## src/rtl/axis_uart_tx.sv

```systemverilog
// axis_uart_tx: AXI-Stream sink with a small word FIFO feeding an 8N1 UART
// transmitter. Each word goes out as DATA_WIDTH/8 bytes, LSB byte first,
// frames packed back to back with no idle gap while data is available.
module axis_uart_tx #(
  parameter int DATA_WIDTH = 64,
  parameter int CLK_FREQ   = 100000000,
  parameter int BAUD       = 115200,
  parameter int FIFO_DEPTH = 4
) (
  input  logic                  clk,
  input  logic                  rst,
  input  logic [DATA_WIDTH-1:0] s_tdata,
  input  logic                  s_tvalid,
  output logic                  s_tready,
  output logic                  uart_tx,
  output logic                  busy
);

  localparam int CPB = CLK_FREQ / BAUD;
  localparam int NB  = DATA_WIDTH / 8;
  localparam int CW  = (CPB > 1) ? $clog2(CPB) : 1;
  localparam int AW  = (FIFO_DEPTH > 1) ? $clog2(FIFO_DEPTH) : 1;
  localparam int PW  = AW + 1;
  localparam int BW  = (NB > 1) ? $clog2(NB) : 1;

  localparam logic [CW-1:0] CNT_MAX   = CW'(CPB - 1);
  localparam logic [BW-1:0] BYTE_LAST = BW'(NB - 1);
  localparam logic [PW-1:0] FULL_OCC  = PW'(FIFO_DEPTH);

  generate
    if (DATA_WIDTH <= 0 || (DATA_WIDTH % 8) != 0) begin : g_bad_width
      $error("axis_uart_tx: DATA_WIDTH must be a non-zero multiple of 8");
    end
    if (CPB < 2) begin : g_bad_baud
      $error("axis_uart_tx: CLK_FREQ/BAUD must be at least 2");
    end
    if (FIFO_DEPTH < 2 || (FIFO_DEPTH & (FIFO_DEPTH - 1)) != 0) begin : g_bad_depth
      $error("axis_uart_tx: FIFO_DEPTH must be a power of two >= 2");
    end
  endgenerate

  typedef enum logic [1:0] {S_IDLE, S_START, S_DATA, S_STOP} state_t;

  // FIFO storage and pointers (extra wrap bit separates full from empty)
  logic [DATA_WIDTH-1:0] mem_q [FIFO_DEPTH];
  logic [PW-1:0]         wr_q, wr_d, rd_q, rd_d;
  logic                  push, pop, fifo_empty;
  logic [DATA_WIDTH-1:0] head;

  // Transmitter state
  state_t                state_q, state_d;
  logic [CW-1:0]         cnt_q, cnt_d;
  logic [2:0]            bit_q, bit_d;
  logic [BW-1:0]         byte_q, byte_d;
  logic [DATA_WIDTH-1:0] sh_q, sh_d;
  logic                  tx_q, tx_d;
  logic                  tready_q, tready_d;
  logic                  busy_q, busy_d;
  logic                  baud_wrap;

  assign push       = s_tvalid && tready_q;
  assign fifo_empty = (wr_q == rd_q);
  assign head       = mem_q[rd_q[AW-1:0]];
  assign baud_wrap  = (cnt_q == CNT_MAX);

  // Frame sequencing: the shifter always presents the current bit at sh_q[0];
  // after the 8th data bit the next byte of the word is already at the bottom.
  always_comb begin
    state_d = state_q;
    cnt_d   = cnt_q;
    bit_d   = bit_q;
    byte_d  = byte_q;
    sh_d    = sh_q;
    tx_d    = tx_q;
    pop     = 1'b0;
    case (state_q)
      S_IDLE: begin
        tx_d  = 1'b1;
        cnt_d = '0;
        if (!fifo_empty) begin
          pop     = 1'b1;
          sh_d    = head;
          byte_d  = '0;
          bit_d   = '0;
          state_d = S_START;
          tx_d    = 1'b0;
        end
      end
      S_START: begin
        if (baud_wrap) begin
          cnt_d   = '0;
          bit_d   = '0;
          state_d = S_DATA;
          tx_d    = sh_q[0];
        end else begin
          cnt_d = cnt_q + CW'(1);
        end
      end
      S_DATA: begin
        if (baud_wrap) begin
          cnt_d = '0;
          sh_d  = sh_q >> 1;
          if (bit_q == 3'd7) begin
            state_d = S_STOP;
            tx_d    = 1'b1;
          end else begin
            bit_d = bit_q + 3'd1;
            tx_d  = sh_q[1];
          end
        end else begin
          cnt_d = cnt_q + CW'(1);
        end
      end
      S_STOP: begin
        if (baud_wrap) begin
          cnt_d = '0;
          bit_d = '0;
          if (byte_q != BYTE_LAST) begin
            byte_d  = byte_q + BW'(1);
            state_d = S_START;
            tx_d    = 1'b0;
          end else if (!fifo_empty) begin
            pop     = 1'b1;
            sh_d    = head;
            byte_d  = '0;
            state_d = S_START;
            tx_d    = 1'b0;
          end else begin
            state_d = S_IDLE;
            tx_d    = 1'b1;
          end
        end else begin
          cnt_d = cnt_q + CW'(1);
        end
      end
      default: begin
        state_d = S_IDLE;
        tx_d    = 1'b1;
      end
    endcase
  end

  // Pointer update plus look-ahead ready/busy, so both outputs can be registered
  always_comb begin
    wr_d     = wr_q + PW'(push);
    rd_d     = rd_q + PW'(pop);
    tready_d = ((wr_d - rd_d) != FULL_OCC);
    busy_d   = (wr_d != rd_d) || (state_d != S_IDLE);
  end

  // FIFO data write; contents need no reset since pointers gate visibility
  always_ff @(posedge clk) begin
    if (push) mem_q[wr_q[AW-1:0]] <= s_tdata;
  end

  // Control and output registers
  always_ff @(posedge clk or posedge rst) begin
    if (rst) begin
      wr_q     <= '0;
      rd_q     <= '0;
      state_q  <= S_IDLE;
      cnt_q    <= '0;
      bit_q    <= '0;
      byte_q   <= '0;
      sh_q     <= '0;
      tx_q     <= 1'b1;
      tready_q <= 1'b0;
      busy_q   <= 1'b0;
    end else begin
      wr_q     <= wr_d;
      rd_q     <= rd_d;
      state_q  <= state_d;
      cnt_q    <= cnt_d;
      bit_q    <= bit_d;
      byte_q   <= byte_d;
      sh_q     <= sh_d;
      tx_q     <= tx_d;
      tready_q <= tready_d;
      busy_q   <= busy_d;
    end
  end

  assign s_tready = tready_q;
  assign uart_tx  = tx_q;
  assign busy     = busy_q;

endmodule

```

## config.mk

```make
export PLATFORM = sky130hd
export DESIGN_NAME = axis_uart_tx
export DESIGN_NICKNAME = d
export VERILOG_FILES = /design/src/rtl/axis_uart_tx.sv
export SDC_FILE = /design/constraint.sdc
export NUM_CORES = 1
export LEC_CHECK = 0
export CORE_MARGIN = 4
export CORE_UTILIZATION = 46
export CTS_CLUSTER_SIZE = 8
export DETAILED_ROUTE_END_ITERATION = 8
export SKIP_LAST_GASP = 1
export SLEW_MARGIN = 10
export SYNTH_ARGS = -nofsm -noshare
export SYNTH_HDL_FRONTEND = slang
export SYNTH_SLANG_ARGS = --single-unit
```

## constraint.sdc

```tcl
create_clock -name clk -period 6.61 [get_ports clk]
set_input_delay 1.983 -clock clk [delete_from_list [all_inputs] [get_ports clk]]
set_output_delay 1.983 -clock clk [all_outputs]
set_load 0.01 [all_outputs]
```

==> impl_results.rst, run 1 <==
.. list-table::
   :header-rows: 1

   * - Metric
     - Value
   * - Post-DP HPWL
     - approximately 14,000 microns
   * - Resize count post-CTS
     - 0
   * - Slew Limit Headroom
     - 0.2950
   * - Wire length of the first global-routing pass
     - 42,080 microns
   * - Predominant post-synthesis flop cell
     - sky130_fd_sc_hd__edfxtp_1
   * - Final number of setup-violating endpoints
     - 0
   * - Critical path fanouts, max
     - 4
   * - Clock insertion delay at the later pin of the skew report
     - 0.53 ns
   * - Violation count after the first detailed-routing iteration
     - 410
   * - Post-synthesis net count
     - 901
   * - Yosys warns
     - 0
   * - Most used cells in the layout excluding fill and tap cells
     - sky130_fd_sc_hd__edfxtp_1 (256), sky130_fd_sc_hd__nand2_1 (197), sky130_fd_sc_hd__dfrtp_1 (88)
   * - Post-synthesis cell type count
     - 44
   * - Number of antenna violations at the first check in global routing
     - 1
   * - Share of layout cells above drive strength 1
     - 0.2023
   * - Mean post-synth cell area
     - around 17 sq um
   * - Synth-to-layout area growth
     - 18.64%
   * - Vias in the first global route
     - between 7,000 and 8,000
   * - Shortest period the worst path allows
     - 3.661 ns
   * - Tightest Pin Transition
     - 1.057 ns
   * - Hold/Removal Path Class
     - register to register
   * - Routability congestion estimate from global placement
     - around 0.75
   * - Unrepaired setup endpoints after global routing
     - no
   * - Maximum vdd ir drop
     - 0.3215 mV
   * - Worst reg-to-reg path cell count
     - 9
   * - Startpoint of the tightest hold check path
     - cnt_q[0]
   * - Deepest level of the CTS H-tree
     - 2
   * - Core Area
     - 29,640 sq um
   * - Final Max Tran Viols
     - 0
   * - Setup repair bufs after CTS
     - 0
   * - Max Clk Rate
     - 0.2731 GHz
   * - Hold path cells
     - 1
   * - Final critical-path share of the clock period
     - 0.5539
   * - Post-synthesis cell count
     - 818
   * - Leakage power total
     - 5.990 nW
   * - IO Port Bufs
     - 69
   * - Kind of critical path
     - input port to register
   * - Launch point of the worst path
     - s_tvalid
   * - Post-synthesis cell type with the largest combined area
     - sky130_fd_sc_hd__edfxtp_1
   * - Post-CTS clock slew at the launch and capture registers of the worst setup and hold paths
     - ~0.050 ns
   * - Number of buffers created by CTS
     - 49
   * - Portion of the post-synthesis area used by sequential elements
     - 0.7207
   * - Total routing resource utilization after global routing
     - 0.1595
   * - Count of antenna diodes in the layout
     - 0
   * - Hold buffer count at cts
     - 0
   * - Pin count of the biggest net entering global routing
     - 70
   * - Number of hold-slack violations in the final timing report
     - 0
   * - Wire per inst
     - between 15 and 20 microns
   * - Vertical die dimension
     - 181.4 microns
   * - Cell area after technology mapping
     - 13,830 sq um
   * - IO Pins
     - 70
   * - Number of nets in the final layout
     - 993
   * - Most area-consuming cells after synthesis
     - sky130_fd_sc_hd__edfxtp_1 (56%), sky130_fd_sc_hd__dfrtp_1 (16%), sky130_fd_sc_hd__mux4_2 (10%)
   * - Pwr Density
     - roughly 460 nW/um^2
   * - Clock Sinks
     - around 350
   * - Final hold slack
     - 0.4852 ns
   * - Number of antenna-violating nets in the routed design
     - 0
   * - FP Rows
     - 63
   * - Number of synthesized flops with an enable pin
     - 256
   * - Root Buffer
     - sky130_fd_sc_hd__clkbuf_16
   * - TritonCTS clock tree
     - yes
   * - Total grt overflow
     - 0
   * - Post-synthesis register bit count
     - 347
   * - Req. time, crit path
     - 7.01 ns
   * - Fraction of post-synthesis cell area in the top cell type by area
     - 0.5559
   * - Kind of end point of the critical path
     - register
   * - Beginning of the worst register-to-register path
     - rd_q[1]
   * - Via density per instance
     - 5.325
   * - Max capacitance violation total
     - 0
   * - Number of design rule violations left after detail routing
     - 0
   * - Die Outline Area
     - roughly 33,000 sq um
   * - Setup slack of the critical path after layout
     - 2.949 ns
   * - Most common cell after layout, fill and taps aside
     - sky130_fd_sc_hd__edfxtp_1
   * - Bufs on Longest Clock Path
     - 3
   * - Count of vias placed by the detailed router
     - 7,130
   * - Run status
     - complete, no violations
   * - FFs w/ async S/R, synth
     - 0.2622
   * - Chip Width
     - 181.4 microns
   * - Max Clock Skew
     - between 0.01 and 0.015 ns
   * - Startpoint kind of the worst setup timing path
     - input port
   * - Critical path arrival
     - 4.06 ns
   * - Worst slack at placement
     - 2.421 ns
   * - Initial DRT Pass Iterations
     - 4
   * - Detailed Route WL
     - 25,710 microns
   * - Starting density of the core
     - 0.4666
==> layout make-up <==
| cell class | count | area, sq um |
|---|---|---|
| clock buffer | 89 | 1439 |
| inverter | 10 | 40.04 |
| clock inverter | 1 | 8.758 |
| sequential | 347 | 9973 |
| tap | 390 | 488.0 |
| multi-input combinational | 424 | 3699 |
| fill | 2413 | 13230 |
| timing repair buffer | 78 | 758.2 |
==> path summary, 6_finish.rpt <==
path / to / slack, ns
max in group asynchronous: sh_q[58] / 3.65
min in group asynchronous: byte_q[0] / 1.98
hold / removal: cnt_q[0] / 0.49
hold reg to reg: cnt_q[0] / 0.49
setup / recovery: busy / 2.95
setup reg to reg: busy / 3.01
==> per-layer routing <==
| layer | GRT usage | wire length, microns |
|---|---|---|
| met5 | 0 | 17 |
| met4 | 0.04533 | 495 |
| met2 | 0.2718 | 13000 |
| met1 | 0.2116 | 11160 |
| met3 | 0.03105 | 1031 |
==> report_power, final <==
part / internal, W / total (W) / leakage (nW) / switching (W)
combinational: 0.00106 / 0.00197 / 1.86 / 0.000907
clock: 0.00145 / 0.00230 / 0.690 / 0.000855
sequential: 0.00295 / 0.00327 / 3.44 / 0.000320
total: 0.00546 / 0.00754 / 5.99 / 0.00208
==> synth_stat cells, types with 2 or more instances <==
cell                       number
sky130_fd_sc_hd__inv_1          9
sky130_fd_sc_hd__nand2_1      197
sky130_fd_sc_hd__and3_1         3
sky130_fd_sc_hd__or4_1          2
sky130_fd_sc_hd__buf_2          9
sky130_fd_sc_hd__and2_1         2
sky130_fd_sc_hd__o21ai_0        7
sky130_fd_sc_hd__ha_1          16
sky130_fd_sc_hd__nor3_1         5
sky130_fd_sc_hd__clkbuf_1      17
sky130_fd_sc_hd__dfrtp_1       90
sky130_fd_sc_hd__nand2b_1       3
sky130_fd_sc_hd__nor3b_1        2
sky130_fd_sc_hd__mux2_1        13
sky130_fd_sc_hd__nor2_1        13
sky130_fd_sc_hd__mux2_2        52
sky130_fd_sc_hd__buf_1         10
sky130_fd_sc_hd__a22o_1         4
sky130_fd_sc_hd__xor2_1         9
sky130_fd_sc_hd__xnor2_1        4
sky130_fd_sc_hd__edfxtp_1     256
sky130_fd_sc_hd__mux4_2        64
sky130_fd_sc_hd__a21oi_1        5
sky130_fd_sc_hd__nand3_1        6
==> metrics by stage <==
stage               TNS (ns)  std cells    util  power [W]  area, sq um
finish                     0       1339  0.5535   0.007538        16410
global placement           0       1249  0.5047   0.005239        14960
global route               0       1339  0.5535   0.008002        16410
floorplan            -118.61        818       -   0.004819        13830
detailed placement         0       1249  0.5047   0.005334        14960
CTS                        0       1339  0.5535   0.007668        16410
==> sequential cells by signal, summed over array words and instances (netlist names) <==
register and cells:
mem_q 256, sh_q 64, cnt_q 10, bit_q 3, byte_q 3, rd_q 3
wr_q 3, state_q 2, busy 1, s_tready 1, uart_tx 1
==> cell families (layout without fill, tap and decap cells) <==
| logic type | Yosys count | after routing | share of synthesized area |
|---|---|---|---|
| AO/OA/AOI/OAI | 26 | 26 | 0.01484 |
| adder cells (fa/ha/maj) | 16 | 16 | 0.01448 |
| AND/OR/NAND/NOR | 239 | 239 | 0.06976 |
| flip-flops | 347 | 347 | 0.7207 |
| buffers and inverters | 47 | 178 | 0.01411 |
| multiplexers | 130 | 130 | 0.1579 |
| XOR/XNOR | 13 | 13 | 0.008234 |
==> worst max-delay path, stage by stage <==
cell	delay [ns]
sky130_fd_sc_hd__clkdlybuf4s50_1	0.42
sky130_fd_sc_hd__nand2_1	0.20
sky130_fd_sc_hd__inv_1	0.10
sky130_fd_sc_hd__ha_1	0.20
sky130_fd_sc_hd__ha_1	0.29
sky130_fd_sc_hd__ha_1	0.31
sky130_fd_sc_hd__nand2_1	0.06
sky130_fd_sc_hd__or4_1	0.49
No activity file was read; power rests on OpenSTA's default activity.
==> run 2, diff against run 1 <==
- clock period: 6.61 -> 3.8 ns (I/O delays scaled with it)
==> run 2 against run 1 <==
  * Die area did not move
  * Wire length grew 1.4%
  * Cell count grew 0.90%
  * Count of clock-buffer cells in the layout is 1 lower
  * Flip-flop and latch count is the same
  * Largest power group unchanged
==> impl_results.rst, run 2 (synthesized netlist as in run 1, its figures left out) <==
.. list-table::
   :header-rows: 1

   * - Metric
     - Value
   * - Share of layout cells above drive strength 1
     - 0.2102 (+0.007879)
   * - Resize count post-CTS
     - 0 (unchanged)
   * - Leakage power total
     - 6.058 nW (+1.1%)
   * - Number of antenna-violating nets in the routed design
     - 0 (unchanged)
   * - Number of flip-flops under the largest register name
     - 256 (unchanged)
   * - Post-CTS clock slew at the launch and capture registers of the worst setup and hold paths
     - 0.05 ns (about the same)
   * - Final number of setup-violating endpoints
     - 0 (unchanged)
   * - Sequential cell area
     - 9971 sq um (about the same)
   * - Family of cells with the greatest summed delay on the critical path
     - simple AND/OR/NAND/NOR gates
   * - Req. time, crit path
     - 4.20 ns (-2.81 ns)
   * - Kind of end point of the critical path
     - register
   * - Initial DRT Pass Iterations
     - 5 (+1)
   * - Setup repair bufs after CTS
     - 0 (unchanged)
   * - Hold/Removal Path Class
     - register to register
   * - Total routing resource utilization after global routing
     - 0.1611 (+0.001519)
   * - Most common cell after layout, fill and taps aside
     - sky130_fd_sc_hd__edfxtp_1
   * - Logic gate share of total power
     - 0.281 (+0.020)
   * - Max capacitance violation total
     - 0 (unchanged)
   * - Wire length of the first global-routing pass
     - 42,280 microns (+0.48%)
   * - Number of design rule violations left after detail routing
     - 0 (unchanged)
   * - Area taken by multi-input logic gates
     - 3717 sq um (+0.51%)
   * - Startpoint kind of the worst setup timing path
     - register
   * - Die Outline Area
     - 32,900 sq um (unchanged)
   * - Fraction of power consumed by sequential logic
     - 0.420 (-0.014)
   * - Number of nets in the final layout
     - 1,004 (+1.1%)
   * - Wire per inst
     - 19.30 microns (+0.53%)
   * - TritonCTS clock tree
     - yes
   * - Power consumption
     - 0.01313 W (+74%)
   * - Post-DP HPWL
     - 14,510 microns (+6.3%)
   * - Vias in the first global route
     - 7,925 (+0.61%)
   * - Tightest Pin Transition
     - 1.030 ns (-0.02755 ns)
   * - Vertical die dimension
     - 181.4 microns (unchanged)
   * - Kind of critical path
     - register to register
   * - Clock network fraction of total power
     - 0.299 (-0.007)
   * - Count of antenna diodes in the layout
     - 0 (unchanged)
   * - Final Max Tran Viols
     - 0 (unchanged)
   * - Maximum vdd ir drop
     - 0.4899 mV (+52%)
   * - Max Clock Skew
     - 0.01846 ns (+0.006788 ns)
   * - Critical-path cell with the highest stage delay
     - sky130_fd_sc_hd__or4_1
   * - # fillers
     - 2,383 (-1.2%)
   * - Chip Width
     - 181.4 microns (unchanged)
   * - Bufs on Longest Clock Path
     - 3 (unchanged)
   * - Core Area
     - 29,640 sq um (unchanged)
   * - Starting density of the core
     - 0.4666 (unchanged)
   * - Number of antenna violations at the first check in global routing
     - 0 (-1)
   * - Clock insertion delay at the later pin of the skew report
     - 0.54 ns (about the same)
   * - Violation count after the first detailed-routing iteration
     - 397 (-3.2%)
   * - Number of buffers created by CTS
     - 49 (unchanged)
   * - IO Pins
     - 70 (unchanged)
   * - Slew Limit Headroom
     - 0.3134 (+0.01836)
   * - Deepest level of the CTS H-tree
     - 2 (unchanged)
   * - Switching part of the total
     - 0.2783 (+0.002114)
   * - Pwr Density
     - 793.4 nW/um^2 (+73%)
   * - Routability congestion estimate from global placement
     - 0.8099 (+7.6%)
   * - Shortest period the worst path allows
     - 3.083 ns
   * - FP Rows
     - 63 (unchanged)
   * - Total grt overflow
     - 0 (unchanged)
   * - Synth-to-layout area growth
     - 19.68%
   * - Critical path fanouts, max
     - 56 (+52)
   * - Detailed Route WL
     - 26,070 microns (+1.4%)
   * - Chain of cells forming the critical path
     - ha_1 > or3b_1 > or4_1 > o21ai_1 > o211ai_4 > buf_4 > mux2_1
   * - Worst path max stage delay
     - 0.61 ns (+0.12 ns)
   * - Final Instance Count excl. Fillers
     - 1,351 (+0.90%)
   * - Most used cells in the layout excluding fill and tap cells
     - sky130_fd_sc_hd__edfxtp_1 (256), sky130_fd_sc_hd__nand2_1 (197), sky130_fd_sc_hd__dfrtp_1 (88)
   * - IO Port Bufs
     - 69 (unchanged)
   * - Final critical-path share of the clock period
     - 0.8112
   * - WP buf/inv
     - 1 (-1)
   * - Hold buffer count at cts
     - 0 (unchanged)
   * - Count of vias placed by the detailed router
     - 7,135 (+0.070%)
   * - Max Clk Rate
     - 0.3244 GHz
   * - Run status
     - complete, no violations
   * - Final TNS setup
     - 0 ns (unchanged)
   * - Via density per instance
     - 5.281 (-0.82%)
   * - Pin count of the biggest net entering global routing
     - 69 (-1.4%)
   * - Critical path arrival
     - 3.49 ns (-0.57 ns)
   * - Root Buffer
     - sky130_fd_sc_hd__clkbuf_16
   * - Internal cell power
     - 0.009476 W (+74%)
   * - Clock Sinks
     - 347 (unchanged)
   * - Number of hold-slack violations in the final timing report
     - 0 (unchanged)
   * - Unrepaired setup endpoints after global routing
     - no
   * - P_sw
     - 0.003654 W (+76%)
   * - Number of cells after detailed placement
     - 1,260 (+0.88%)
run 2: changes by cell type in the layout (fill, tap and decap cells not counted), sizes merged:
cell | previous run | this run
inv | 11 | 12
buf | 9 | 20
clkbuf | 89 | 88
clkinv | 0 | 1
run 2: worst paths after layout:
kind                           from        to  slack, ns  cells after the start
setup / recovery           cnt_q[0]   sh_q[4]       0.72                      7
hold / removal             sh_q[39]  sh_q[39]       0.49                      1
setup reg to reg           cnt_q[0]   sh_q[4]       0.72                      7
hold reg to reg            sh_q[39]  sh_q[39]       0.49                      1
max in group asynchronous       rst   uart_tx       1.97                      3
min in group asynchronous       rst  sh_q[61]       1.08                      2
run 2: cell type report:
type,instances,share of cell area
Multi-Input combinational cell,424,0.2246
Tap cell,390,0.02949
Timing Repair Buffer,89,0.05610
Sequential cell,347,0.6025
Clock inverter,3,0.001361
Clock buffer,88,0.08354
Inverter,10,0.002419
run 2: through the flow:
step,instance area [sq um],utilization,setup slack [ns],hold WS (ns)
after floorplan,13860,-,0.2980,0.4552
after global placement,15140,0.5110,0.6148,0.4657
after detailed placement,15140,0.5110,0.5768,0.4821
after CTS,16550,0.5584,0.7212,0.4935
after global routing,16550,0.5584,0.5810,0.5087
final,16550,0.5584,0.7173,0.4904
run 2: layer usage:
metal	share of wire	vias up	track usage
li1	-	3273	-
met1	0.44	3679	0.2129
met2	0.50	145	0.2763
met3	0.041	38	0.03105
met4	0.018	0	0.04383
met5	0	-	0
run 2: power by group through the flow:
stage	clock [W]	combinational, W	sequential, W
6_report	0.00392	0.00369	0.00552
5_1_grt	0.00420	0.00411	0.00561
4_1_cts	0.00402	0.00380	0.00553
3_5_place_dp	0	0.00379	0.00559
3_3_place_gp	0	0.00371	0.00554
2_1_floorplan	0	0.00292	0.00544
